## src/rtl/mult_bcd_scheduler.sv

```systemverilog
// Shares one combinational multiplier between two requesters and converts the product to packed BCD.
// Define MULT_SCHED_ROUND_ROBIN_EN for round-robin arbitration; otherwise requester 0 has fixed priority.
module mult_bcd_scheduler #(
  parameter int WIDTH      = 4,
  parameter int BCD_DIGITS = 3
) (
  input  logic                      clk,
  input  logic                      rst_n,
  input  logic                      req0_valid,
  input  logic [WIDTH-1:0]          req0_m,
  input  logic [WIDTH-1:0]          req0_q,
  output logic                      req0_ready,
  input  logic                      req1_valid,
  input  logic [WIDTH-1:0]          req1_m,
  input  logic [WIDTH-1:0]          req1_q,
  output logic                      req1_ready,
  output logic [WIDTH-1:0]          mult_m,
  output logic [WIDTH-1:0]          mult_q,
  input  logic [2*WIDTH-1:0]        mult_p,
  output logic                      out_valid,
  input  logic                      out_ready,
  output logic [2*WIDTH-1:0]        out_bin,
  output logic [4*BCD_DIGITS-1:0]   out_bcd,
  output logic                      out_id,
  output logic                      busy
);

  localparam int PW = 2 * WIDTH;
  localparam int BW = 4 * BCD_DIGITS;
  localparam int CW = $clog2(PW + 1);
  localparam logic [CW-1:0] CNT_INIT = CW'(PW);
  localparam logic [CW-1:0] CNT_ONE  = CW'(1);

  typedef enum logic [1:0] {S_IDLE, S_MUL, S_CONVERT, S_DONE} state_t;

  state_t          r_state;
  state_t          w_next;
  logic [WIDTH-1:0] r_mult_m;
  logic [WIDTH-1:0] r_mult_q;
  logic [PW-1:0]   r_out_bin;
  logic [PW-1:0]   r_shift;
  logic [BW-1:0]   r_bcd;
  logic [CW-1:0]   r_cnt;
  logic            r_out_id;
  logic            r_idle_gap;
  logic            w_sel1;
  logic            w_hs;
  logic [BW-1:0]   w_bcd_adj;

  // Double-dabble correction: any digit of 5 or more gets 3 added before the shift.
  function automatic logic [BW-1:0] f_add3(input logic [BW-1:0] bcd);
    logic [BW-1:0] res;
    res = bcd;
    for (int d = 0; d < BCD_DIGITS; d++) begin
      if (bcd[4*d +: 4] >= 4'd5) res[4*d +: 4] = bcd[4*d +: 4] + 4'd3;
    end
    return res;
  endfunction

`ifdef MULT_SCHED_ROUND_ROBIN_EN
  logic r_last_grant;

  // On a tie, the requester that was not granted last wins.
  assign w_sel1 = req1_valid & (~req0_valid | ~r_last_grant);

  always_ff @(posedge clk or negedge rst_n) begin
    if (!rst_n)     r_last_grant <= 1'b1;
    else if (w_hs)  r_last_grant <= w_sel1;
  end
`else
  assign w_sel1 = req1_valid & ~req0_valid;
`endif

  assign w_hs      = req0_ready | req1_ready;
  assign w_bcd_adj = f_add3(r_bcd);

  always_ff @(posedge clk or negedge rst_n) begin
    if (!rst_n) r_state <= S_IDLE;
    else        r_state <= w_next;
  end

  always_comb begin
    w_next = r_state;
    case (r_state)
      S_IDLE:    if (w_hs) w_next = S_MUL;
      S_MUL:     w_next = S_CONVERT;
      S_CONVERT: if (r_cnt == CNT_ONE) w_next = S_DONE;
      S_DONE:    if (out_ready) w_next = S_IDLE;
      default:   w_next = S_IDLE;
    endcase
  end

  // The first IDLE cycle after a completed result grants nobody.
  always_comb begin
    out_valid  = (r_state == S_DONE);
    busy       = (r_state != S_IDLE);
    req0_ready = 1'b0;
    req1_ready = 1'b0;
    if (r_state == S_IDLE && !r_idle_gap) begin
      req0_ready = req0_valid & ~w_sel1;
      req1_ready = w_sel1;
    end
  end

  always_ff @(posedge clk or negedge rst_n) begin
    if (!rst_n) begin
      r_mult_m   <= '0;
      r_mult_q   <= '0;
      r_out_bin  <= '0;
      r_shift    <= '0;
      r_bcd      <= '0;
      r_cnt      <= '0;
      r_out_id   <= 1'b0;
      r_idle_gap <= 1'b0;
    end else begin
      r_idle_gap <= (r_state == S_DONE) && out_ready;
      case (r_state)
        S_IDLE: begin
          if (w_hs) begin
            r_mult_m <= w_sel1 ? req1_m : req0_m;
            r_mult_q <= w_sel1 ? req1_q : req0_q;
            r_out_id <= w_sel1;
          end
        end
        S_MUL: begin
          r_out_bin <= mult_p;
          r_shift   <= mult_p;
          r_bcd     <= '0;
          r_cnt     <= CNT_INIT;
        end
        S_CONVERT: begin
          r_bcd   <= {w_bcd_adj[BW-2:0], r_shift[PW-1]};
          r_shift <= {r_shift[PW-2:0], 1'b0};
          r_cnt   <= r_cnt - CNT_ONE;
        end
        default: ;
      endcase
    end
  end

  assign mult_m  = r_mult_m;
  assign mult_q  = r_mult_q;
  assign out_bin = r_out_bin;
  assign out_bcd = r_bcd;
  assign out_id  = r_out_id;

endmodule

```

## config.mk

```make
export PLATFORM = sky130hd
export DESIGN_NAME = mult_bcd_scheduler
export DESIGN_NICKNAME = d
export VERILOG_FILES = /design/src/rtl/mult_bcd_scheduler.sv
export SDC_FILE = /design/constraint.sdc
export NUM_CORES = 1
export LEC_CHECK = 0
export CORE_MARGIN = 3
export CORE_UTILIZATION = 51
export DETAILED_ROUTE_END_ITERATION = 8
export PLACE_DENSITY = 0.94
export SYNTH_ARGS = -nofsm -noshare
export SYNTH_HDL_FRONTEND = slang
export SYNTH_SLANG_ARGS = --single-unit
```

## constraint.sdc

```tcl
create_clock -name clk -period 5 [get_ports clk]
set_clock_uncertainty 0.1 [all_clocks]
set_input_delay 1.25 -clock clk [delete_from_list [all_inputs] [get_ports clk]]
set_output_delay 1.25 -clock clk [all_outputs]
set_load 0.01 [all_outputs]
```

# After elaboration in Yosys (flattened, before gate mapping)
# Index checks and enable logic that the tools add are counted.
totals:
  register_bits: 44
  wordCells: 50
  input_bits: 29
op_classes:
  eq_ne: 7
  n_bitwise: 5
  mux: 14
  add_sub_neg: 4
  n_reduce_logical: 8
  order_cmp: 3
ops:
  columns: ["operator", "count"]
  rows:
  - ["$pmux W12 S2", 1]
  - ["$mux W4", 4]
  - ["$pmux W8 S2", 1]
  - ["$ge A4 B3 Y1 const B", 3]
  - ["$add A4 B2 Y4 const B", 2]
  - ["$pmux W2 S4", 1]
  - ["$pmux W4 S2", 1]
  - ["$mux W2", 3]
  - ["$eq A2 B2 Y1 const B", 2]
  - ["$eq A4 B1 Y1 const B", 1]
  - ["$ne A2 B2 Y1 const B", 2]
  - ["$reduce_bool A2 Y1", 2]
  - ["$sub A4 B1 Y4 const B", 1]
  - ["$add A3 B2 Y3 const B", 1]
  - ["$mux W3", 1]
  - ["$reduce_and A3 Y1", 1]
  - ["$and A1 B1 Y1", 2]
  - ["$eq A2 B1 Y1 const B", 1]
  - ["$logic_and A1 B1 Y1", 2]
  - ["$logic_not A2 Y1", 1]
  - ["$mux W1", 2]
  - ["$ne A2 B1 Y1 const B", 1]
  - ["$not A1 Y1", 2]
  - ["$reduce_and A2 Y1", 1]
  - ["2 further kinds", 2]

# Depth between registers and ports, before layout
# Gate-level depths: netlist of the first run.
logic_depth:
  word_depth: 8
  depth_mapped: 7
  depth_no_buf: 6

# Worst setup path after synthesis of the first run
# OpenSTA, ideal clock, no wires.
synth_path:
  path_type: "in2out"
  from: "in req0_valid"
  to: "out req1_ready"
  arrival_time_ns: 1.829
  setup_slack_ns: 1.821
  n_path_buf: 1
  t_required_ns: 3.650
  cell_stages: 3
  cell_sequence: "nand2b_1 buf_2 nor3_1"
synth_via:
  elab_chain_len: 3
synth_rtl:
  columns: ["element", "line", "text"]
  rows:
  - ["start, declared", "9", "input logic req0_valid,"]
  - ["$not A1 Y1", "71", "assign w_sel1 = req1_valid & ~req0_valid;"]
  - ["$and A1 B1 Y1", "71", null]
  - ["$mux W1", "99", "if (r_state == S_IDLE && !r_idle_gap) begin"]
  - ["end, declared", "16", "output logic req1_ready,"]
# No other way between the ends.

# Worst setup path in the final report of the first run
# Ends and elaborated chain as after synthesis.

==> results_dict.tcl, run 1 <==
set metrics [dict create \
    setup_violations 0 \
    fin_crit_sh 0.8166 \
    hold_start "mult_q[1]" \
    wl_per_cell_um 14.06 \
    synth_seq_area_share 0.5003 \
    max_slew_margin 0.3527 \
    numPortBuffers 61 \
    grt_max_degree 45 \
    drc 0 \
    gp_congestion 0.7694 \
    fin_util 0.7266 \
    root_buffer "clkbuf_8" \
    worstMarginPinSlew_ns 0.9709 \
    hold_class "flip-flop to flip-flop" \
    synth_area_um2 2201 \
    cp_max_fo 9 \
    cp-startpoint "req0_valid" \
    hold_ws_ns 0.3866 \
    final_common_cell "clkdlybuf4s50_1" \
    ys_ff_latch 44 \
    fmaxAchievable_ghz 0.2449 \
    cts_buffers 5 \
    r2r-start "r_state[0]" \
    grt_overflow_total 0 \
    dieArea_um2 5139 \
    clk_pin_slew_worst_paths_ns 0.08 \
    avgSynthCellArea_um2 10.48 \
    reg2reg_to "out_bcd[8]" \
    routed_via_density 5.255 \
    via_count 1687 \
    antenna_cells 0 \
    grt_pass1_wl_um 7659 \
    top_layer "met4" \
    startpoint_type "input port" \
    ctsHoldBuffers 0 \
    coreArea_um2 4086 \
    clock_latency_ns 0.29 \
    grt_pass1_vias 1743 \
    drive_above_1_share 0.09963 \
    setup_tns_ns 0 \
    ys_types 29 \
    powerDensity_nw_per_um2 551.7 \
    postRouteAntennaNets 0 \
    cts_tree "yes" \
    cp-end-kind "primary output" \
    required_ns 3.65 \
    ir_drop_v 0.0003568 \
    slew_violations 0 \
    clk_path_buf_depth 2 \
    status "complete, no violations" \
    cts.sinks 44 \
    design.portCount 62 \
    nets 312 \
    cts_setup_buffers 0 \
    wl_um 4514 \
    max-cap-violations 0 \
    pre_cts_ws_ns 0.8954 \
    drt_first_pass_iters 4 \
    critPathCapture "req1_ready" \
    cts_max_level 2 \
    synth_nets 252 \
    worst_slack_ns 0.9171 \
    path_class "input port to primary output" \
    p_leak_nw 1.309 \
    rows 23 \
    crit_arrival_ns 2.73 \
    die-width_um 71.69 \
    power_w 0.001638 \
    grt_use_total 0.1878 \
    antenna_found_initial 0 \
    rsz0062_at_grt "no" \
    r2r_setup_slack_ns 2.74 \
    reg2reg_depth 4 \
    dp_hpwl_um 3270 \
    cts_resized 0 \
    wl_met1_um 1949 \
    dr_wl_met2_um 2298 \
    final_cell_mix "clkdlybuf4s50_1 (60), dfrtp_1 (44), o21ai_0 (20)" \
    drt_iter0_drc 72 \
    hold_viol_final 0 \
    fin_crit_ns 4.083 \
    die_h_um 71.69 \
    initial_utilization 0.5386 \
    syn2layout_area_growth_pct 34.91 \
    yosys_warnings 0 \
    syn_inst 210 \
    routed-wl-met3_um 244 \
]
==> layout make-up <==
type / count / area (um^2)
Fill cell: 311 / 1117
Sequential cell: 44 / 1101
Multi-Input combinational cell: 138 / 991.0
Timing Repair Buffer: 63 / 620.6
Clock buffer: 7 / 96.34
Inverter: 18 / 67.56
Tap cell: 50 / 62.56
Clock inverter: 1 / 30.03
==> how the worst min path moves through the flow <==
stage,depth (start not counted),to
2_1_floorplan,2,out_bcd[0]
3_3_place_gp,2,mult_q[0]
3_5_place_dp,2,mult_q[1]
4_1_cts,2,mult_q[1]
5_1_grt,2,mult_q[1]
6_report,2,mult_q[1]
==> sequential cells by signal, summed over array words and instances (netlist names) <==
register and cells:
out_bcd 12, mult_m 4, mult_q 4, out_bin 8
r_state 2, r_idle_gap 1, out_id 1, r_cnt 4
r_shift 8
==> stage by stage <==
| stage | cell area [um^2] | instances |
|---|---|---|
| after CTS | 2969 | 321 |
| after global routing | 2969 | 321 |
| final | 2969 | 321 |
| after global placement | 2843 | 313 |
| after detailed placement | 2843 | 313 |
| after floorplan | 2201 | 210 |
==> cell usage after synthesis <==
library cell  count  area share
o21ai_2           1      0.0040
clkbuf_1          6       0.010
inv_1            18       0.031
mux2i_1          17       0.077
nand3_1           2      0.0045
o21ai_0          20       0.045
ha_1             13       0.074
buf_1             1      0.0017
a31o_2            3       0.012
nand3b_1          3       0.010
and3_1            2      0.0057
mux2_4            1      0.0068
o22ai_1           3      0.0085
and2_1            2      0.0057
and2b_1           1      0.0034
nor2_1           15       0.026
dfrtp_1          44        0.50
o32ai_1           2      0.0080
a221o_1           1      0.0045
xor2_1            1      0.0040
mux2_2           11       0.056
xnor2_1           4       0.016
nand2b_1          4       0.011
nand2_1          14       0.024
o2bb2ai_1         1      0.0040
buf_2             3      0.0068
a21oi_1          12       0.027
nor3_1            4      0.0091
nor2b_1           1      0.0028
==> power by group <==
group	switching [W]	internal, W	leakage [nW]	total (W)
combinational	0.000396	0.000384	0.697	0.000779
clock	0.000116	0.000176	0.0645	0.000293
sequential	0.0000757	0.000491	0.548	0.000566
total	0.000588	0.00105	1.31	0.00164
==> cell families (layout without fill, tap and decap cells) <==
kind of cell / Yosys count / count (layout) / share of synthesized area
simple gates: 48 / 48 / 0.1023
flops: 44 / 44 / 0.5003
compound gates: 43 / 43 / 0.1137
mux: 29 / 29 / 0.1404
buf+inv: 28 / 89 / 0.04945
fa+ha+maj: 13 / 13 / 0.07391
xor+xnor: 5 / 5 / 0.01990
==> critical path, stage by stage <==
cell,delay (ns)
clkdlybuf4s50_1,0.44
nand2b_1,0.16
buf_4,0.18
nor3_1,0.14
clkdlybuf4s50_1,0.56
==> routing by layer <==
layer | global-route usage | up-vias
li1 | - | 832
met1 | 0.2176 | 805
met2 | 0.3449 | 48
met3 | 0.04348 | 2
met4 | 0.05219 | 0
met5 | 0 | -
(Power assumes the default switching activity.)
==> run 2: changes to the inputs <==
--- a/config.mk
+++ b/config.mk
@@ -6,9 +6,9 @@
 export NUM_CORES = 1
 export LEC_CHECK = 0
 export CORE_MARGIN = 3
-export CORE_UTILIZATION = 51
+export CORE_UTILIZATION = 48
 export DETAILED_ROUTE_END_ITERATION = 8
-export PLACE_DENSITY = 0.94
+export PLACE_DENSITY = 0.89
 export SYNTH_ARGS = -nofsm -noshare
 export SYNTH_HDL_FRONTEND = slang
 export SYNTH_SLANG_ARGS = --single-unit
==> constraint.sdc (replaced) <==
create_clock -name clk -period 4.22 [get_ports clk]
set_clock_uncertainty 0.1 [all_clocks]
set_input_delay 1.055 -clock clk [delete_from_list [all_inputs] [get_ports clk]]
set_output_delay 1.055 -clock clk [all_outputs]
set_load 0.01 [all_outputs]
==> run 2 against run 1 <==
Critical endpoint unchanged. Wire length grew 5.4%. Setup slack lost 0.23 ns. Largest power group unchanged. Utilization decreased by 2.7 points. Global-route usage increased by 0.17 points. Clock power fell by 8.5%. Sequential share of layout area is 0.36 points higher. Register-to-register slack lost 0.65 ns. Largest cell class unchanged. First-iteration DRC count is 14% higher.
==> results_dict.tcl, run 2 (synthesis results as in run 1) <==
set metrics [dict create \
    status "complete, no violations" \
    clk_path_buf_depth 2 \
    hold_start "mult_m[1]" \
    cts_setup_buffers 0 \
    reg2reg_depth 6 \
    max-cap-violations 0 \
    drc 0 \
    cts.sinks 44 \
    gp_congestion 0.8047 \
    ff_latch_area_um2 1101 \
    via_count 1706 \
    slew_violations 0 \
    fin_area_um2 2940 \
    place_area_um2 2850 \
    wl_per_cell_um 14.77 \
    postRouteAntennaNets 0 \
    design.portCount 62 \
    antenna_cells 0 \
    startpoint_type "input port" \
    cts_tree "yes" \
    worstMarginPinSlew_ns 0.9630 \
    final_common_cell "clkdlybuf4s50_1" \
    drive_above_1_share 0.09559 \
    power_w 0.001880 \
    numPortBuffers 61 \
    fin_util 0.6998 \
    antenna_found_initial 0 \
    r2r_setup_slack_ns 2.09 \
    max_slew_margin 0.3580 \
    setup_violations 0 \
    clock_latency_ns 0.29 \
    setup_tns_ns 0 \
    clk_pin_slew_worst_paths_ns 0.07 \
    rows 23 \
    ir_drop_v 0.0003815 \
    coreArea_um2 4202 \
    fin_crit_sh 0.8375 \
    fmaxAchievable_ghz 0.2829 \
    largest_register_ff_count 12 \
    grt_pass1_wl_um 8031 \
    final_cell_mix "clkdlybuf4s50_1 (60), dfrtp_1 (44), o21ai_0 (20)" \
    grt_pass1_vias 1864 \
    grt_overflow_total 0 \
    required_ns 3.06 \
    cts_max_level 2 \
    fin_crit_ns 3.534 \
    die_h_um 73.72 \
    dp_hpwl_um 3376 \
    grt_max_degree 45 \
    cp-end-kind "primary output" \
    hold_class "flip-flop to flip-flop" \
    cp_max_fo 3 \
    p_leak_nw 1.296 \
    hold_viol_final 0 \
    r2r-start "r_state[1]" \
    syn2layout_area_growth_pct 33.60 \
    drt_first_pass_iters 4 \
    cts_buffers 5 \
    routed_via_density 5.298 \
    hold_ws_ns 0.3846 \
    ctsHoldBuffers 0 \
    root_buffer "clkbuf_8" \
    crit_arrival_ns 2.38 \
    dieArea_um2 5434 \
    grt_use_total 0.1895 \
    multi_input_area_um2 991.0 \
    nets 313 \
    min_path_cells 2 \
    die-width_um 73.72 \
    cts_resized 0 \
    drt_iter0_drc 82 \
    hold_path_end "mult_m[1]" \
    initial_utilization 0.5238 \
    wl_um 4756 \
    rsz0062_at_grt "no" \
    powerDensity_nw_per_um2 639.3 \
    nFillCells 333 \
    path_class "input port to primary output" \
    reg2reg_to "r_state[1]" \
]
run 2: cell types whose count changed in the layout (fill, tap and decap cells not counted):
| cell | delta |
|---|---|
| clkbuf_8 | -1 |
| bufinv_16 | -1 |
| buf_4 | +1 |
| clkbuf_1 | +2 |
run 2: worst max-delay path by stage:
stage               slack, ns       start  depth (start not counted)    endpoint
floorplan                1.43  req0_valid                          3  req1_ready
global placement         0.72  req0_valid                          4  req1_ready
detailed placement       0.69  req0_valid                          4  req1_ready
CTS                      0.69  req0_valid                          4  req1_ready
global route             0.63  req0_valid                          4  req1_ready
finish                   0.69  req0_valid                          4  req1_ready
run 2: final cells by class:
cell class                      count  share of cell area
Clock buffer                        8             0.03064
Inverter                           18             0.02298
Multi-Input combinational cell    138              0.3370
Sequential cell                    44              0.3745
Tap cell                           50             0.02128
Timing Repair Buffer               64              0.2136
run 2: worst max-delay path: stages:
cell,delay (ns)
clkdlybuf4s50_1,0.46
nand2b_1,0.18
nor3_1,0.13
clkdlybuf4s50_1,0.56
run 2: per-stage QoR:
step                      worst slack [ns]  std cells
after floorplan                      1.431        210
after detailed placement            0.6902        314
after global placement              0.7204        314
after CTS                           0.6885        322
after global routing                0.6327        322
final                               0.6856        322
run 2: where the power goes:
group	switching [W]	leakage, nW	internal (W)	total [W]
Sequential	0.0000889	0.548	0.000581	0.000670
Clock	0.000134	0.0455	0.000134	0.000268
Combinational	0.000483	0.702	0.000459	0.000942
Total	0.000706	1.30	0.00117	0.00188
run 2: per-layer routing:
layer / wire (um) / up-vias / GRT usage
li1: - / 830 / -
met1: 2033 / 814 / 0.2123
met2: 2384 / 58 / 0.3504
met3: 298 / 4 / 0.05198
met4: 40 / 0 / 0.04829
met5: 0 / - / 0
==> run 3: changes to the inputs <==
--- a/config.mk
+++ b/config.mk
@@ -6,9 +6,9 @@
 export NUM_CORES = 1
 export LEC_CHECK = 0
 export CORE_MARGIN = 3
-export CORE_UTILIZATION = 48
+export CORE_UTILIZATION = 43
 export DETAILED_ROUTE_END_ITERATION = 8
-export PLACE_DENSITY = 0.89
+export PLACE_DENSITY = 0.85
 export SYNTH_ARGS = -nofsm -noshare
 export SYNTH_HDL_FRONTEND = slang
 export SYNTH_SLANG_ARGS = --single-unit
==> constraint.sdc (replaced) <==
create_clock -name clk -period 2.83 [get_ports clk]
set_clock_uncertainty 0.1 [all_clocks]
set_input_delay 0.7075 -clock clk [delete_from_list [all_inputs] [get_ports clk]]
set_output_delay 0.7075 -clock clk [all_outputs]
set_load 0.01 [all_outputs]
==> run 3 against run 2 <==
Critical path depth rose by 1. Utilization fell by 7.7 points. Count of clock-buffer cells in the layout fell by 1. First-iteration DRC count fell by 54%. Final area rose by 2.6%. Wire length fell by 5.7%. Sequential cell count did not move. Die area rose by 11%. Critical path type is now flip-flop to primary output. Largest power group unchanged.
==> results_dict.tcl, run 3 (synthesis results as in run 1) <==
set metrics [dict create \
    wl_um 4486 \
    status "complete, no violations" \
    drt_first_pass_iters 4 \
    grt_use_total 0.1601 \
    ff_latch_area_um2 1101 \
    crit_family "buffers and inverters" \
    fin_crit_sh 0.9592 \
    nets 319 \
    cp-end-kind "primary output" \
    intPower_w 0.001809 \
    design.portCount 62 \
    drc 0 \
    p_leak_nw 1.345 \
    critPathMaxStageDelay_ns 0.53 \
    p_sw_w 0.001046 \
    max-cap-violations 0 \
    clock_latency_ns 0.29 \
    fin_crit_ns 2.715 \
    rows 25 \
    setup_violations 0 \
    die_h_um 77.54 \
    grt_pass1_wl_um 7679 \
    startpoint_type "flip-flop" \
    final_cell_mix "clkdlybuf4s50_1 (59), dfrtp_1 (44), o21ai_0 (20)" \
    combPwrFrac 0.503 \
    grt_pass1_vias 1678 \
    cts_max_level 2 \
    worstMarginPinSlew_ns 0.3956 \
    powerDensity_nw_per_um2 946.1 \
    max_slew_margin 0.7362 \
    pwr-share-clk 0.147 \
    via_count 1716 \
    path_class "flip-flop to primary output" \
    cts_tree "yes" \
    drive_above_1_share 0.1227 \
    cts_buffers 5 \
    fmaxAchievable_ghz 0.3684 \
    cts_setup_buffers 0 \
    root_buffer "clkbuf_8" \
    dp_hpwl_um 3483 \
    setup_tns_ns 0 \
    cp_max_fo 4 \
    path_buf_inv 2 \
    largest_register_ff_count 12 \
    crit_arrival_ns 1.91 \
    routed_via_density 4.988 \
    ir_drop_v 0.0005433 \
    nFillCells 395 \
    hold_class "input port to asynchronous set/reset pin" \
    numPortBuffers 61 \
    slowest_stage "clkdlybuf4s50_1" \
    cts.sinks 44 \
    syn2layout_area_growth_pct 37.12 \
    power_switching_share 0.3665 \
    die-width_um 77.54 \
    pre_cts_ws_ns 0.01414 \
    final_common_cell "clkdlybuf4s50_1" \
    antenna_cells 0 \
    postRouteAntennaNets 0 \
    crit_chain "inv_1, ha_2, and2b_1, and2_1, clkdlybuf4s50_1" \
    wl_per_cell_um 13.04 \
    clk_path_buf_depth 2 \
    coreArea_um2 4848 \
    gp_congestion 0.7690 \
    grt_max_degree 20 \
    required_ns 2.02 \
    grt_overflow_total 0 \
    worst_slack_ns 0.1154 \
    rsz0062_at_grt "no" \
    hold_viol_final 0 \
    multi_input_area_um2 993.5 \
    slew_violations 0 \
    drt_iter0_drc 38 \
    initial_utilization 0.4539 \
    antenna_found_initial 0 \
    dieArea_um2 6012 \
    clk_pin_slew_worst_paths_ns 0.08 \
    power_w 0.002855 \
    seq_power_share 0.350 \
]
## run 3: changes by cell type in the layout (fill, tap and decap cells not counted)
cell	change
buf_4	+6
clkbuf_1	-2
clkbuf_8	+1
clkdlybuf4s50_1	-1
dlymetal6s2s_1	+1
ha_1	-1
ha_2	+1
## run 3: cell type report
| cell class | count | share of cell area |
|---|---|---|
| Clock buffer | 7 | 0.03192 |
| Timing Repair Buffer | 70 | 0.2239 |
| Sequential cell | 44 | 0.3648 |
| Tap cell | 67 | 0.02778 |
| Inverter | 18 | 0.02239 |
| Multi-Input combinational cell | 138 | 0.3292 |
## run 3: routing by layer
layer | up-vias | GRT usage | part of all wire
met2 | 46 | 0.2755 | 0.49
met5 | - | 0 | 0
met1 | 821 | 0.1893 | 0.44
li1 | 842 | - | -
met3 | 7 | 0.04872 | 0.059
met4 | 0 | 0.05516 | 0.012
## run 3: path summary, 6_finish.rpt
kind                                 start          to  slack, ns  cells after the start
worst min-delay path                 rst_n      out_id       0.17                      1
worst min register to register   mult_m[1]   mult_m[1]       0.38                      2
worst max register to register  r_state[0]  r_state[1]       0.90                      6
min in group clk                 mult_m[1]   mult_m[1]       0.38                      2
max in group asynchronous            rst_n  r_shift[0]       1.96                      2
worst max-delay path            r_state[0]  req0_ready       0.12                      5
## run 3: through the flow
step | area, um^2 | utilization | std cells | hold WS, ns
final | 3018 | 0.6225 | 344 | 0.1664
after global routing | 3018 | 0.6225 | 344 | 0.1659
after CTS | 3013 | 0.6214 | 344 | 0.1677
after detailed placement | 2917 | 0.6015 | 337 | 0.3732
after global placement | 2917 | 0.6015 | 337 | 0.3625
after floorplan | 2201 | - | 210 | 0.3119
## run 3: power by group through the flow
stage / Combinational (W) / Sequential, W / Clock (W)
floorplan: 0.000813 / 0.00106 / 0
global placement: 0.00140 / 0.000996 / 0
detailed placement: 0.00145 / 0.00101 / 0
CTS: 0.00145 / 0.00100 / 0.000431
global route: 0.00160 / 0.00103 / 0.000454
finish: 0.00144 / 0.000998 / 0.000420
## run 3: timing repair
action                                  4_1_cts  5_1_grt
hold endpoints to repair                      0        0
gates resized for setup                       0        2
endpoints found under the setup margin        0        2
hold buffers                                  0        0
